## config.mk

```make
export PLATFORM = sky130hd
export DESIGN_NAME = alu_serial
export DESIGN_NICKNAME = d
export VERILOG_FILES = /design/src/rtl/alu_pkg.sv /design/src/rtl/alu_serial_bit.sv /design/src/rtl/alu_serial.sv
export SDC_FILE = /design/constraint.sdc
export NUM_CORES = 1
export LEC_CHECK = 0
export BUFFER_PORTS_ARGS = -buffer_cell sky130_fd_sc_hd__buf_2
export CORE_AREA = 10 10 143 178
export CTS_CLUSTER_DIAMETER = 100
export DETAILED_ROUTE_END_ITERATION = 7
export DIE_AREA = 0 0 153 188
export GPL_TIMING_DRIVEN = 0
export PLACE_DENSITY = 0.59
export REMOVE_ABC_BUFFERS = 1
export SKIP_CTS_REPAIR_TIMING = 1
export SLEW_MARGIN = 20
export SYNTH_ARGS = -nofsm -noshare
export SYNTH_HDL_FRONTEND = slang
export SYNTH_HIERARCHICAL = 1
export SYNTH_SLANG_ARGS = --single-unit
```

## constraint.sdc

```tcl
create_clock -name clk -period 6.7 [get_ports clk]
set_input_delay 0.67 -clock clk [delete_from_list [all_inputs] [get_ports clk]]
set_output_delay 0.67 -clock clk [all_outputs]
set_load 0.05 [all_outputs]
```

## src/rtl/alu_pkg.sv

```systemverilog
// Shared definitions for the bit-serial ALU: command codes, FSM states and
// the per-command slice control decode.
package alu_pkg;

    localparam logic [2:0] CMD_ADD  = 3'd0;
    localparam logic [2:0] CMD_SUB  = 3'd1;
    localparam logic [2:0] CMD_XOR  = 3'd2;
    localparam logic [2:0] CMD_SLT  = 3'd3;
    localparam logic [2:0] CMD_AND  = 3'd4;
    localparam logic [2:0] CMD_NAND = 3'd5;
    localparam logic [2:0] CMD_NOR  = 3'd6;
    localparam logic [2:0] CMD_OR   = 3'd7;

    typedef enum logic [1:0] {IDLE, RUN, FIN} state_t;

    typedef enum logic [1:0] {F_SUM, F_XOR, F_NAND, F_NOR} fsel_t;

    typedef struct packed {
        logic  invta;
        logic  invtb;
        logic  cin0;
        fsel_t fsel;
        logic  is_arith;
    } ctrl_t;

    // AND and OR reuse the nor/nand gates on inverted operands (De Morgan).
    function automatic ctrl_t decode(input logic [2:0] cmd);
        ctrl_t c;
        c.invta    = 1'b0;
        c.invtb    = 1'b0;
        c.cin0     = 1'b0;
        c.fsel     = F_SUM;
        c.is_arith = 1'b0;
        case (cmd)
            CMD_ADD:  c.is_arith = 1'b1;
            CMD_SUB: begin
                c.invtb    = 1'b1;
                c.cin0     = 1'b1;
                c.is_arith = 1'b1;
            end
            CMD_SLT: begin
                c.invtb = 1'b1;
                c.cin0  = 1'b1;
            end
            CMD_XOR:  c.fsel = F_XOR;
            CMD_AND: begin
                c.invta = 1'b1;
                c.invtb = 1'b1;
                c.fsel  = F_NOR;
            end
            CMD_NAND: c.fsel = F_NAND;
            CMD_NOR:  c.fsel = F_NOR;
            CMD_OR: begin
                c.invta = 1'b1;
                c.invtb = 1'b1;
                c.fsel  = F_NAND;
            end
            default: ;
        endcase
        return c;
    endfunction

endpackage

```

## src/rtl/alu_serial_bit.sv

```systemverilog
// Combinational 1-bit ALU slice: full adder plus xor/nand/nor gates,
// with optional operand inversion feeding everything except xor.
module alu_serial_bit
    import alu_pkg::*;
(
    input  logic  a,
    input  logic  b,
    input  logic  cin,
    input  logic  invta,
    input  logic  invtb,
    input  fsel_t fsel,
    output logic  result,
    output logic  cout,
    output logic  sum
);

    logic aa;
    logic bb;

    assign aa   = a ^ invta;
    assign bb   = b ^ invtb;
    assign sum  = aa ^ bb ^ cin;
    assign cout = (aa & bb) | (aa & cin) | (bb & cin);

    // NOTE: every output of a combinational block gets a default first, so no
    // path through the case can leave it unassigned and infer a latch.
    always_comb begin
        result = sum;
        case (fsel)
            F_SUM:   result = sum;
            F_XOR:   result = a ^ b;
            F_NAND:  result = ~(aa & bb);
            F_NOR:   result = ~(aa | bb);
            default: result = sum;
        endcase
    end

endmodule

```

## src/rtl/alu_serial.sv

```systemverilog
// Bit-serial ALU: latches an operand pair, runs one bit per clock LSB first
// through a single slice, then registers result and flags on the FIN edge.
module alu_serial
    import alu_pkg::*;
#(
    parameter int WIDTH = 32
) (
    input  logic             clk,
    input  logic             reset,
    input  logic             start,
    input  logic [2:0]       command,
    input  logic [WIDTH-1:0] a,
    input  logic [WIDTH-1:0] b,
    output logic             ready,
    output logic             done,
    output logic [WIDTH-1:0] result,
    output logic             carryout,
    output logic             overflow,
    output logic             zero
);

    localparam int CW = $clog2(WIDTH);
    localparam logic [CW-1:0] LAST = CW'(WIDTH - 1);

    state_t           state;
    state_t           state_next;
    logic             load;
    logic             step;
    logic             fin;

    logic [WIDTH-1:0] a_q;
    logic [WIDTH-1:0] b_q;
    logic [2:0]       cmd_q;
    logic [CW-1:0]    count_q;
    logic [WIDTH-1:0] shreg;
    logic             carry_q;
    logic             ovf_q;
    logic             sign_q;

    logic [2:0]       cmd_cur;
    ctrl_t            ctrl;
    logic             bit_res;
    logic             bit_cout;
    logic             bit_sum;
    logic [WIDTH-1:0] res_final;

    // In IDLE the decode looks at the incoming command so cin0 can seed the
    // carry flop on the load edge; otherwise it follows the latched command.
    assign cmd_cur = (state == IDLE) ? command : cmd_q;
    assign ctrl    = decode(cmd_cur);

    alu_serial_bit u_bit (
        .a      (a_q[count_q]),
        .b      (b_q[count_q]),
        .cin    (carry_q),
        .invta  (ctrl.invta),
        .invtb  (ctrl.invtb),
        .fsel   (ctrl.fsel),
        .result (bit_res),
        .cout   (bit_cout),
        .sum    (bit_sum)
    );

    // NOTE: all clocked state uses non-blocking assignments so every register
    // samples pre-edge values regardless of statement order.
    always_ff @(posedge clk or posedge reset) begin
        if (reset) state <= IDLE;
        else       state <= state_next;
    end

    always_comb begin
        state_next = state;
        ready      = 1'b0;
        load       = 1'b0;
        step       = 1'b0;
        fin        = 1'b0;
        case (state)
            IDLE: begin
                ready = 1'b1;
                if (start) begin
                    load       = 1'b1;
                    state_next = RUN;
                end
            end
            RUN: begin
                step = 1'b1;
                if (count_q == LAST) state_next = FIN;
            end
            FIN: begin
                fin        = 1'b1;
                state_next = IDLE;
            end
            default: state_next = IDLE;
        endcase
    end

    always_ff @(posedge clk or posedge reset) begin
        if (reset) begin
            a_q     <= '0;
            b_q     <= '0;
            cmd_q   <= '0;
            count_q <= '0;
            shreg   <= '0;
            carry_q <= 1'b0;
            ovf_q   <= 1'b0;
            sign_q  <= 1'b0;
        end else if (load) begin
            a_q     <= a;
            b_q     <= b;
            cmd_q   <= command;
            count_q <= '0;
            carry_q <= ctrl.cin0;
        end else if (step) begin
            shreg   <= {bit_res, shreg[WIDTH-1:1]};
            carry_q <= bit_cout;
            count_q <= count_q + 1'b1;
            if (count_q == LAST) begin
                ovf_q  <= carry_q ^ bit_cout;
                sign_q <= bit_sum;
            end
        end
    end

    // SLT reports the overflow-corrected sign of a-b in bit 0.
    always_comb begin
        res_final = shreg;
        if (cmd_q == CMD_SLT) res_final = {{(WIDTH-1){1'b0}}, sign_q ^ ovf_q};
    end

    always_ff @(posedge clk or posedge reset) begin
        if (reset) begin
            done     <= 1'b0;
            result   <= '0;
            carryout <= 1'b0;
            overflow <= 1'b0;
            zero     <= 1'b1;
        end else begin
            done <= fin;
            if (fin) begin
                result   <= res_final;
                zero     <= (res_final == '0);
                carryout <= ctrl.is_arith & carry_q;
                overflow <= ctrl.is_arith & ovf_q;
            end
        end
    end

endmodule
```

After elaboration in Yosys (flattened, before gate mapping). Cells that the tools add are included.

Add/sub/neg operators: 1. Magnitude comparators: 1. Equal/unequal tests: 16. Mux-type cells: 24. Bitwise logic cells: 18. Reductions and logical operators: 14.

Operator list (number): zero test 32 bit (1); 2-to-1 mux 32 bit (1); 2-to-1 mux 1 bit (13); == test 3 bit (second input constant) (4); binary-select mux 1 bit (select 5 bit) (2); 2-to-1 mux 5 bit (2); OR reduction 2 bit (5); == test 3 x 2 -> 1 bit (second input constant) (3); bitwise XOR 1 bit (7); == test 2 bit (second input constant) (3); < comparator 5 x 6 -> 1 bit (second input constant) (1); case mux 2 bit (3 select lines) (1); adder 5 x 1 -> 5 bit (second input constant) (1); bitwise AND 1 bit (5); == test 5 bit (second input constant) (1); == test 2 x 1 -> 1 bit (second input constant) (2); zero test 2 bit (2); 2-to-1 mux 2 bit (2); != test 2 bit (second input constant) (2); case mux 1 bit (4 select lines) (1); case mux 2 bit (2 select lines) (1); AND reduction 2 bit (2); OR reduction 4 bit (1); == test 3 x 1 -> 1 bit (second input constant) (1); other kinds (6) (10).

Register bits after elaboration: 145. Output and inout bits: 37. Logic and storage cells: 88.

Depth between registers and ports, before layout.
Depth after elaboration: 11. Mapped depth: 13. Depth with buffers taken out: 11.

Modules after synthesis. Netlist, hierarchy kept.

Modules (own cells, without submodules): alu_serial (times used 1, cells an instance 715, area each 6357.3 µm², sequential area each 3629.7 µm²); alu_serial_bit (times used 1, cells an instance 10, area each 105.1 µm², sequential area each 0.0 µm²).

Worst setup path before layout. OpenSTA, ideal clock, no wires.

Path kind: register to register. Start: register count_q[1]. End: register shreg[31]. Library setup time: 116 ps. Data arrival time: 2666 ps. Path slack: 3918 ps. Cell stages (with the launch flop): 12. Path buffers: 2. Path through: dfrtp_1 buf_6 buf_12 mux2i_1 a22oi_1 nand2_1 o311ai_1 xor2_1 fa_1 mux4_2 nand2_1 nand2_1.

Longest elaborated chain between the ends: 6.

RTL lines: start, declared (line alu_serial.sv:34) `logic [CW-1:0] count_q;`; start signal, assigned (line alu_serial.sv:116) `count_q <= count_q + 1'b1;`; binary-select mux 1 bit (select 5 bit) (on tied branches) (line alu_serial.sv:53, alu_serial.sv:54); 2-to-1 mux 1 bit (on tied branches) (line alu_serial.sv:53, alu_serial.sv:54); bitwise XOR 1 bit (on tied branches) (line alu_serial_bit.sv:20, alu_serial_bit.sv:21); bitwise XOR 1 bit * (2 in series) (line alu_serial_bit.sv:22) `assign sum = aa ^ bb ^ cin;`; via bit_sum (line alu_serial.sv:44) `logic bit_sum;`; case mux 1 bit (4 select lines) * (line alu_serial_bit.sv:29) `case (fsel)`; via bit_res (line alu_serial.sv:42) `logic bit_res;`; end signal, assigned (line alu_serial.sv:114) `shreg <= {bit_res, shreg[WIDTH-1:1]};`; end, declared (line alu_serial.sv:35) `logic [WIDTH-1:0] shreg;`.

Mark *: on every way through the listed nets, which the timed path passes. The rest lies on a longest branch. The select of a mux whose other input is x is not followed. A chain may end at the register's enable or synchronous reset.

Final worst setup path.
Start: register count_q[2]. End: register shreg[31].

Same word-level chain as after synthesis.

==> run summary <==
Tmin final = 3.43 ns
Internal Power = 2.37 mW
required time worst endpoint = 7.01 ns
CP endpoint kind = flip-flop
die height = 188 µm
critical path's largest stage delay = 0.67 ns
DRT Wirelength = 15500 µm
largest fanout on the critical path = 8
Non-Filler Instances = 1111
Syn Inst Count = 725
chip width = 153 µm
Post-Synth Simple-Gate Area = 0.277
Distinct cells, synth = 42
sequential element share of the synthesized area = 0.562
I/O pin cnt = 107
Total Power = 3.71 mW
Core Footprint = 22000 µm²
final hold violations = 0
wire per inst = 14.0 µm
antenna violations before repair = 0
CP startpoint kind = flip-flop
post-route ant nets = 0
Antenna Cells = 0
CTS tree = yes
setup_tns = 0 ns
adder-cell area share of the yosys netlist = 0.0108
hold slack = 0.262 ns
Root Driver = clkbuf_16
sw power = 1.35 mW
P&R area growth vs syn = 22.7%
r2r endpoint = shreg[31]
ys flop type = dfrtp_1
RSZ-0062 raised after global routing = no
Detail Placement HPWL = 10600 µm
clock sinks = 145
Peak VDD IR = 183 µV
sw frac = 0.363
total number of vias = 4906
starting density of the core = 0.294
worst-path cell chain = nor2b_1 > a22oi_1 > and4b_1 > a31oi_1 > o311ai_1 > xor2_1 > fa_1 > mux4_2 > nand2_1 > nand2_1
fmax = 0.292 GHz
CTS buffer count = 17
clk slew on worst S/H paths = 0.06 ns
Clock Skew = 0.00929 ns
flops & latches, synth = 145
average instance area after synthesis = 8.91 µm²
xor-xnor portion of the synthesized cell area = 0.0136
clk buf depth = 2
R2R cell count = 10
post-synthesis compound-gate area fraction = 0.0414
clk_lat worst skew = 0.42 ns
multi-input logic area = 2610 µm²
Critical R2R Launch = count_q[2]
std cell rows = 61
Final nets = 890
fin. max-slew vios = 0
Iter 0 DRT Violations = 282
asr flop ratio synth = 1.00
critical path type = flip-flop to flip-flop
max_slew headroom = 0.352
Max Cap Viol = 0
mux cell area share after synthesis = 0.0565
clock share of power = 0.277
outcome = completed
crit-path most repeated cell = nand2_1
vias in the first global route = 5199
Register Area = 3630 µm²
largest net degree at the start of global routing = 88
DRC Markers = 0
final setup fails = 0
Inst Count DP = 1079
Die ar. = 28800 µm²
worst-margin pin slew = 0.970 ns
P_leak = 4.29 nW
power density over the cells = 468 nW/µm²
largest family of logic cells by synthesized area = simple AND/OR/NAND/NOR gates
overall global routing resource usage = 0.111
CP Buf/Inv Count = 0
synthesized area = 6460 µm²
Vias/cell = 4.42
DR pass1 iterations = 4
GP Congestion = 0.759
Tcrit/Tclk final = 0.511
Worst EP arrival = 3.74 ns
Logic pwr share = 0.326
r2r setup slk = 3.27 ns
Post-synth EDFFs = 0
Crit path max-delay family = simple AND/OR/NAND/NOR gates
Hold WC Path Type = primary input to async pin
Seq pwr share = 0.397
CTS H-Tree Depth = 4
first-pass GRT wire length = 26400 µm
CP max-delay cell = nor2b_1
Port Buffer Count = 106
Fillers = 2268
ratio of cells with drive above 1 in the final layout = 0.186
Congestion Overflow GR = 0
synthesis warning total = 6
==> metal layers <==
| layer | share of wire | up-vias | track usage |
|---|---|---|---|
| met2 | 0.49 | 94 | 0.181 |
| met5 | 0 | - | 0 |
| li1 | - | 2516 | - |
| met3 | 0.045 | 16 | 0.0304 |
| met1 | 0.46 | 2280 | 0.138 |
| met4 | 0.011 | 0 | 0.0356 |
==> power groups by stage <==
stage	clock network, mW	registers (mW)	logic (mW)
detailed placement	0	1.49	1.24
CTS	1.05	1.48	1.25
floorplan	0	1.47	0.869
finish	1.03	1.47	1.21
global placement	0	1.51	1.16
global route	1.09	1.53	1.40
==> layout make-up <==
class | count | area share
Sequential cell | 145 | 0.458
Multi-Input combinational cell | 533 | 0.329
Timing Repair Buffer | 112 | 0.0838
Clock buffer | 19 | 0.0559
Tap cell | 283 | 0.0447
Clock inverter | 13 | 0.0253
Inverter | 6 | 0.00379
==> per-stage QoR <==
step	util	instance area, µm²	setup slack (ns)
3_3_place_gp	0.324	7120	0.389
6_report	0.361	7930	3.27
3_5_place_dp	0.331	7280	3.17
2_1_floorplan	-	6230	2.14
5_1_grt	0.361	7930	2.95
4_1_cts	0.361	7930	3.16
==> cell families (layout without fill, tap and decap cells) <==
| kind of cell | count (synthesis) | in the layout |
|---|---|---|
| DFF | 145 | 145 |
| and+or+nand+nor | 443 | 443 |
| muxes | 35 | 35 |
| adders and majority gates | 5 | 5 |
| xor gates and xnor gates | 10 | 10 |
| buffers and inverters | 47 | 150 |
| AOI/OAI and AO/OA | 40 | 40 |
==> worst max-delay path by stage <==
stage,start,to,slack [ns],cells past startpoint
after floorplan,reset,a_q[0],2.14,1
after CTS,count_q[0],shreg[31],3.16,10
after global placement,reset,a_q[0],0.39,2
final,count_q[2],shreg[31],3.27,10
after detailed placement,count_q[0],shreg[31],3.17,10
after global routing,count_q[0],shreg[31],2.95,10
==> flip-flops by register name, indices dropped and copies added (netlist names), 2 cells and up <==
register and flops:
cmd_q 3, count_q 5, state 2, shreg 32
result 32, b_q 32, a_q 32
==> synthesized netlist by cell type (all sizes together), types with 3 or more instances <==
library cell,n,area share
nand3,32,0.025
a22o,3,0.0041
nand2,374,0.22
nor4,7,0.0068
a21oi,4,0.0031
ha,4,0.0077
xor2,6,0.0081
xnor2,4,0.0054
a31oi,3,0.0029
nor2,9,0.0064
a22oi,14,0.016
dfrtp,144,0.56
mux2i,32,0.050
o21ai,10,0.0077
buf,27,0.027
clkbuf,14,0.0083
nand2b,3,0.0029
and2,4,0.0039
o311ai,3,0.0041
inv,6,0.0035
nor2b,5,0.0048
==> cell usage in the layout (no fill, tap or decap), drive strengths merged <==
cell / Yosys / final
nand2: 374 / 374
dfrtp: 144 / 144
buf: 27 / 112
nand3: 32 / 32
mux2i: 32 / 32
clkbuf: 14 / 19
a22oi: 14 / 14
inv: 6 / 11
o21ai: 10 / 10
nor2: 9 / 9
nor4: 7 / 7
xor2: 6 / 6
nor2b: 5 / 5
xnor2: 4 / 4
a21oi: 4 / 4
ha: 4 / 4
bufinv: 0 / 4
and2: 4 / 4
a31oi: 3 / 3
o311ai: 3 / 3
a22o: 3 / 3
nand2b: 3 / 3
nand4b: 2 / 2
and4b: 2 / 2
nor3: 2 / 2
clkinvlp: 0 / 2
mux2: 2 / 2
clkinv: 0 / 2
nand3b: 1 / 1
o22ai: 1 / 1
o211ai: 1 / 1
and3: 1 / 1
nand4: 1 / 1
o31ai: 1 / 1
mux4: 1 / 1
fa: 1 / 1
dfstp: 1 / 1
==> worst reg2reg max path, delay by kind of cell, from the launching register on <==
| kind | cells | cell delay (ns) |
|---|---|---|
| simple gates | 4 | 1.01 |
| compound gates | 3 | 0.61 |
| fa+ha+maj | 1 | 0.48 |
| mux | 1 | 0.46 |
| flops | 1 | 0.41 |
| xor+xnor | 1 | 0.35 |
Note: power is estimated with default switching activity, not from simulation.
